==> config.mk <==
export PLATFORM = sky130hd
export DESIGN_NAME = if_stage
export DESIGN_NICKNAME = d
export VERILOG_FILES = /design/src/rtl/if_stage.sv
export SDC_FILE = /design/constraint.sdc
export NUM_CORES = 1
export LEC_CHECK = 0
export BUFFER_PORTS_ARGS = -buffer_cell sky130_fd_sc_hd__buf_2
export CORE_AREA = 2 2 106 108
export CTS_CLUSTER_DIAMETER = 60
export CTS_CLUSTER_SIZE = 16
export DETAILED_ROUTE_END_ITERATION = 8
export DIE_AREA = 0 0 108 110
export PLACE_DENSITY_LB_ADDON = 0.15
export SLEW_MARGIN = 10
export SYNTH_ARGS = -nofsm -noshare
export SYNTH_HDL_FRONTEND = slang
export SYNTH_SLANG_ARGS = --single-unit
==> constraint.sdc <==
create_clock -name clk -period 4.3 [get_ports clk]
set_input_delay 0.86 -clock clk [delete_from_list [all_inputs] [get_ports clk]]
set_output_delay 0.86 -clock clk [all_outputs]
set_load 0.03 [all_outputs]
==> src/rtl/if_stage.sv <==
// Instruction-fetch stage: owns the PC, drives IMEM, fills the IF/ID register.
// Optional perf counters are enabled with `define IF_PERF_CNT_EN.
module if_stage #(
    parameter int unsigned    DATA_WIDTH = 32,
    parameter logic [31:0]    NOP_INSTR  = 32'h0000_0013,
    parameter int unsigned    IMEM_DEPTH = 100
) (
    input  logic                  clk,
    input  logic                  rst,
    input  logic [DATA_WIDTH-1:0] boot_add,
    output logic [DATA_WIDTH-1:0] A_IMEM,
    input  logic [DATA_WIDTH-1:0] Instr_in,
    input  logic                  stall_i,
    input  logic                  redirect_i,
    input  logic [DATA_WIDTH-1:0] redirect_pc_i,
    output logic [DATA_WIDTH-1:0] IF_instr_o,
    output logic [DATA_WIDTH-1:0] IF_pc_o,
    output logic                  IF_valid_o,
    output logic                  misalign_o,
    output logic                  oor_o,
    output logic                  halted_o
`ifdef IF_PERF_CNT_EN
    ,
    output logic [31:0]           fetch_cnt_o,
    output logic [31:0]           stall_cnt_o,
    output logic [31:0]           flush_cnt_o
`endif
);

    localparam logic [DATA_WIDTH-1:0] EBREAK  = DATA_WIDTH'(32'h0010_0073);
    localparam logic [DATA_WIDTH-1:0] OOR_LIM = DATA_WIDTH'(IMEM_DEPTH * 4);
    localparam logic [DATA_WIDTH-1:0] NOP_W   = DATA_WIDTH'(NOP_INSTR);

    typedef enum logic [1:0] {
        ST_BOOT = 2'd0,
        ST_RUN  = 2'd1,
        ST_HALT = 2'd2
    } state_t;

    state_t                state_q, state_d;
    logic [DATA_WIDTH-1:0] pc_q, pc_d;
    logic [DATA_WIDTH-1:0] instr_q, instr_d;
    logic [DATA_WIDTH-1:0] ipc_q, ipc_d;
    logic                  valid_q, valid_d;
    logic                  mis_q, mis_d;
    logic                  redir_act;
    logic                  stall_act;
    logic                  fetch_act;

    assign A_IMEM     = pc_q;
    assign oor_o      = (pc_q >= OOR_LIM);
    assign IF_instr_o = instr_q;
    assign IF_pc_o    = ipc_q;
    assign IF_valid_o = valid_q;
    assign misalign_o = mis_q;
    assign halted_o   = (state_q == ST_HALT);

    // Redirect is honoured in RUN and HALT; BOOT ignores all control inputs.
    assign redir_act = redirect_i && (state_q != ST_BOOT);
    assign stall_act = stall_i && !redir_act && (state_q == ST_RUN);
    assign fetch_act = (state_q == ST_RUN) && !redirect_i && !stall_i && !oor_o;

    always_comb begin
        state_d = state_q;
        pc_d    = pc_q;
        instr_d = instr_q;
        ipc_d   = ipc_q;
        valid_d = valid_q;
        mis_d   = 1'b0;
        unique case (state_q)
            ST_BOOT: begin
                pc_d    = boot_add;
                instr_d = NOP_W;
                ipc_d   = '0;
                valid_d = 1'b0;
                state_d = ST_RUN;
            end
            ST_RUN, ST_HALT: begin
                if (redir_act) begin
                    pc_d    = {redirect_pc_i[DATA_WIDTH-1:2], 2'b00};
                    instr_d = NOP_W;
                    ipc_d   = '0;
                    valid_d = 1'b0;
                    mis_d   = |redirect_pc_i[1:0];
                    state_d = ST_RUN;
                end else if (!stall_i) begin
                    if (state_q == ST_HALT || oor_o) begin
                        instr_d = NOP_W;
                        ipc_d   = '0;
                        valid_d = 1'b0;
                        if (state_q == ST_RUN) pc_d = pc_q + DATA_WIDTH'(4);
                    end else begin
                        instr_d = Instr_in;
                        ipc_d   = pc_q;
                        valid_d = 1'b1;
                        if (Instr_in == EBREAK) state_d = ST_HALT;
                        else pc_d = pc_q + DATA_WIDTH'(4);
                    end
                end
            end
            default: state_d = ST_BOOT;
        endcase
    end

    always_ff @(posedge clk or posedge rst) begin
        if (rst) begin
            state_q <= ST_BOOT;
            pc_q    <= '0;
            instr_q <= NOP_W;
            ipc_q   <= '0;
            valid_q <= 1'b0;
            mis_q   <= 1'b0;
        end else begin
            state_q <= state_d;
            pc_q    <= pc_d;
            instr_q <= instr_d;
            ipc_q   <= ipc_d;
            valid_q <= valid_d;
            mis_q   <= mis_d;
        end
    end

`ifdef IF_PERF_CNT_EN
    logic [31:0] fcnt_q, fcnt_d;
    logic [31:0] scnt_q, scnt_d;
    logic [31:0] rcnt_q, rcnt_d;

    // Counters saturate rather than wrap.
    always_comb begin
        fcnt_d = fcnt_q;
        scnt_d = scnt_q;
        rcnt_d = rcnt_q;
        if (fetch_act && fcnt_q != '1) fcnt_d = fcnt_q + 32'd1;
        if (stall_act && scnt_q != '1) scnt_d = scnt_q + 32'd1;
        if (redir_act && rcnt_q != '1) rcnt_d = rcnt_q + 32'd1;
    end

    always_ff @(posedge clk or posedge rst) begin
        if (rst) begin
            fcnt_q <= '0;
            scnt_q <= '0;
            rcnt_q <= '0;
        end else begin
            fcnt_q <= fcnt_d;
            scnt_q <= scnt_d;
            rcnt_q <= rcnt_d;
        end
    end

    assign fetch_cnt_o = fcnt_q;
    assign stall_cnt_o = scnt_q;
    assign flush_cnt_o = rcnt_q;
`else
    logic unused_perf;
    assign unused_perf = fetch_act ^ stall_act;
`endif

endmodule

# Word-level counts from Yosys, hierarchy flattened
# Index checks and enable logic that the tools add are counted.
[word_totals]
reg_bits = 100
input_bits = 100
[classes]
addsub = 1
order_cmp = 1
n_eq_ne = 8
n_mux = 25
reduce_logical = 10
[ops]
columns = ["operator", "count"]
rows = [
  ["$mux 32", 11],
  ["$pmux 32 s2", 3],
  ["$add 32x3->32 const B", 1],
  ["$eq 32x21->1 const B", 1],
  ["$ge 32x9->1 const B", 1],
  ["$ne 3x3->1 const B", 3],
  ["$mux 2", 4],
  ["$ne 4x4->1 const B", 2],
  ["$mux 1", 5],
  ["$pmux 2 s2", 1],
  ["$reduce_and 4->1", 1],
  ["$reduce_bool 2->1", 2],
  ["$reduce_or 2->1", 2],
  ["$reduce_and 3->1", 1],
  ["$eq 2x1->1 const B", 1],
  ["$eq 2x2->1 const B", 1],
  ["$logic_not 2->1", 1],
  ["$pmux 1 s2", 1],
  ["$reduce_and 2->1", 1],
  ["$logic_and 1x1->1", 1],
  ["$logic_or 1x1->1", 1],
]

# Longest topological paths before layout
[logic_depth]
ltp_word = 6
depth_mapped = 9

# Worst setup path after synthesis
# OpenSTA, ideal clock, no wires.
[synth_path]
path_kind = "flip-flop to output port"
from = "register pc_q[10], in the netlist A_IMEM[10]"
to = "output port oor_o"
arrival_ps = 1560
t_required_ps = 3440
slack_ps = 1880
stages_incl_launch_ff = 6
cell_sequence = "dfrtp_1 -> buf_4 -> nor4_1 -> nand4_1 -> nor2_1 -> inv_1"
[synth_via]
elab_chain_cells = 1
[synth_rtl]
columns = ["item", "line_no", "source"]
rows = [
  ["start, declared", "41", "logic [DATA_WIDTH-1:0] pc_q, pc_d;"],
  ["start signal, assigned", "115", "pc_q <= pc_d;"],
  ["$ge 32x9->1", "51", "assign oor_o = (pc_q >= OOR_LIM);"],
  ["end, declared", "20", "output logic oor_o,"],
]
# No other way between the ends.

# Final worst setup path
[layout_path]
from = "register pc_q[12], in the netlist A_IMEM[12]"
to = "output port oor_o"
# The elaborated chain is that of the path after synthesis.

==> flow_metrics.env <==
export IMPL_status="complete, no violations"
export IMPL_crit_required_ns=3.44
export IMPL_worst_ir_drop_vdd_v=0.000328
export IMPL_core_area_sq_um=10700
export IMPL_synth_seq_cells=100
export IMPL_syn2layout_area_growth_pct=24.4
export IMPL_drt_iter0_markers=499
export IMPL_switching_share_pct=48.2
export IMPL_power_frac_comb_pct=46.0
export IMPL_worstSetupStartpoint="A_IMEM[12]"
export IMPL_period_minus_slack_ns=3.07
export IMPL_endpoint_kind="output port"
export IMPL_clockRootBuffer="clkbuf_8"
export IMPL_slew_headroom_pct=27.8
export IMPL_synthArstFlopShare_pct=100
export IMPL_holdBufCountCts=0
export IMPL_cts_setup_buffers=0
export IMPL_yosysMostFrequentCell="dfrtp_1"
export IMPL_wl_per_cell_um=17.8
export IMPL_die_h_um=110
export IMPL_dr_pass1_iters=5
export IMPL_crit_type="reg -> out"
export IMPL_antennaDiodeCount=0
export IMPL_ant_nets=0
export IMPL_max_freq_mhz=326
export IMPL_powerDensity_nw_per_um2=587
export IMPL_crit_path_end="oor_o"
export IMPL_rr_startpoint="state_q[1]"
export IMPL_wl_um=14900
export IMPL_gp_congestion=0.874
export IMPL_slowest_stage="dfrtp_1"
export IMPL_clkPwrFrac_pct=17.0
export IMPL_antenna_found_initial=0
export IMPL_syn_area_sq_um=5160
export IMPL_fp_dieW_um=108
export IMPL_place_hpwl_um=10500
export IMPL_synth_avg_cell_area_sq_um=10.0
export IMPL_drc=0
export IMPL_clock_latency_ns=0.38
export IMPL_post_route_period_util_pct=71.3
export IMPL_cts_tree="done"
export IMPL_rsz0062_at_grt="no"
export IMPL_whs_ns=0.489
export IMPL_power_leakage_nw=3.22
export IMPL_fp_row_count=38
export IMPL_grt_max_degree=45
export IMPL_setup_violations=0
export IMPL_num_vias=4924
export IMPL_r2r_end="A_IMEM[28]"
export IMPL_yosys_top_cells_count="dfrtp_1, a22o_1, nand2_1"
export IMPL_cp_slowest_stage_delay_ns=0.50
export IMPL_clock_sinks=100
export IMPL_cp_depth=5
export IMPL_seq_area_frac_synth_pct=48.6
export IMPL_tightestPinTransition_ns=1.08
export IMPL_nFillCells=981
export IMPL_initial_utilization_pct=48.2
export IMPL_ios=200
export IMPL_synthesis_nets=620
export IMPL_hold_viol_final=0
export IMPL_seq_power_share_pct=37.0
export IMPL_synth_edf_count=0
export IMPL_critPathLaunchType="flip-flop"
export IMPL_skew_ns=0.0125
export IMPL_worstPathCellList="nor4_1 -> o211ai_1 -> nor2_1 -> inv_1 -> buf_2"
export IMPL_synth_area_leader_cell="dfrtp_1"
export IMPL_path_max_fanout=7
export IMPL_synthCells=515
export IMPL_path_buf_inv=2
export IMPL_dieArea_sq_um=11900
export IMPL_critical_path_arrival_ns=2.21
export IMPL_vias_per_cell=5.85
export IMPL_final_nets=801
export IMPL_drv_slew=0
export IMPL_portBuffers=199
export IMPL_r2r_cells=6
export IMPL_synth_area_leaders="dfrtp_1, a22o_1, and2_1"
export IMPL_clkTransAtPathRegs_ns=0.11
export IMPL_drv_cap=0
export IMPL_ys_types=63
export IMPL_p_int_mw=1.95
export IMPL_ys_warn_count=0
export IMPL_synth_top_area_share_pct=47.0
export IMPL_instances_no_fill=841
export IMPL_fin_setup_tns_ns=0
export IMPL_drive_above_1_share_pct=36.4
export IMPL_cts_path_max_buffers=2
export IMPL_dp_cells=825
export IMPL_first_global_vias=4604
export IMPL_cts_resized=0
export IMPL_grtUsageTotal_pct=24.8
export IMPL_synthFlopType="dfrtp_1"
export IMPL_h_tree_depth=3
export IMPL_crit_family="simple AND/OR/NAND/NOR gates"
export IMPL_r2r_setup_slack_ns=1.26
export IMPL_grt_pass1_wl_um=23000
export IMPL_overflow=0
export IMPL_min_path_type="reg -> reg"
export IMPL_numCtsBuffers=9
export IMPL_switchingPower_mw=1.82
cell families after synthesis:
kind of cell / share of synthesized area (%)
flops: 48.6
mux: 0.218
fa+ha+maj: 1.21
buf+inv: 5.53
compound gates: 25.3
simple gates: 19.1
metrics by stage:
step                power [mW]  setup WS, ns  utilization (%)  area, sq um
finish                    3.77          1.23             60.0         6420
global route              4.00          1.02             60.0         6420
CTS                       3.76          1.25             60.0         6420
detailed placement        3.12          1.35             58.1         6210
global placement          3.08          1.47             58.1         6210
floorplan                 2.62         0.826                -         5160
how the worst min path moves through the flow:
stage                   from            end  depth (start not counted)
2_1_floorplan  IF_instr_o[0]  IF_instr_o[0]                          2
3_3_place_gp      IF_valid_o     IF_valid_o                          1
3_5_place_dp     IF_pc_o[30]    IF_pc_o[30]                          1
4_1_cts          IF_pc_o[30]    IF_pc_o[30]                          1
5_1_grt          IF_pc_o[17]    IF_pc_o[17]                          1
6_report         IF_pc_o[30]    IF_pc_o[30]                          1
power by group through the flow:
| stage | combinational [mW] | sequential (mW) | clock (mW) |
|---|---|---|---|
| after detailed placement | 1.72 | 1.40 | 0 |
| after floorplan | 0.999 | 1.62 | 0 |
| after CTS | 1.72 | 1.39 | 0.648 |
| final | 1.73 | 1.39 | 0.639 |
| after global routing | 1.89 | 1.42 | 0.687 |
| after global placement | 1.68 | 1.40 | 0 |
worst register-to-register path, cell delays in order, from the launching register on:
cell and delay (ns):
dfrtp_1 0.40, inv_1 0.07, ha_2 0.76, a21oi_1 0.20
o21bai_2 0.88, a21o_4 0.43, o21ai_0 0.18
cells in the final DEF (no fill, tap or decap), types with 4 or more instances in the layout:
cell / n
o31a_1: 6
o22ai_1: 9
and2_1: 26
a22o_1: 40
o21ai_2: 10
o21ai_0: 26
nand4_1: 11
buf_2: 199
a21oi_1: 20
o21ai_1: 4
nor3_1: 7
nand3_1: 15
inv_1: 19
nor4_1: 13
nor2b_1: 15
ha_1: 4
clkbuf_8: 9
o311ai_0: 5
nor2_1: 26
o311a_1: 4
o31ai_1: 4
dfrtp_1: 97
buf_4: 9
a41oi_1: 4
a31oi_1: 18
a21o_1: 4
nand2_1: 37
state kept, by name (all words and copies together), names as in the netlist:
signal	count
misalign_o	1
IF_pc_o	32
A_IMEM	32
IF_instr_o	32
IF_valid_o	1
state_q	2
area by class of cell:
type	count	area (sq um)	share of cell area, %
sequential	100	2510	39.0
inverter	20	77.6	1.21
multi-input combinational	357	2390	37.2
timing repair buffer	208	1060	16.6
clock inverter	7	82.6	1.29
clock buffer	9	124	1.93
tap	140	175	2.73
per-layer routing:
metal | up-vias | track usage [%] | routed length [um]
met3 | 23 | 3.41 | 1190
met2 | 265 | 40.9 | 7060
li1 | 2289 | - | -
met4 | 0 | 9.98 | 273
met5 | - | 0 | 0
met1 | 2347 | 33.1 | 6410
No activity file was read; power rests on OpenSTA's default activity.
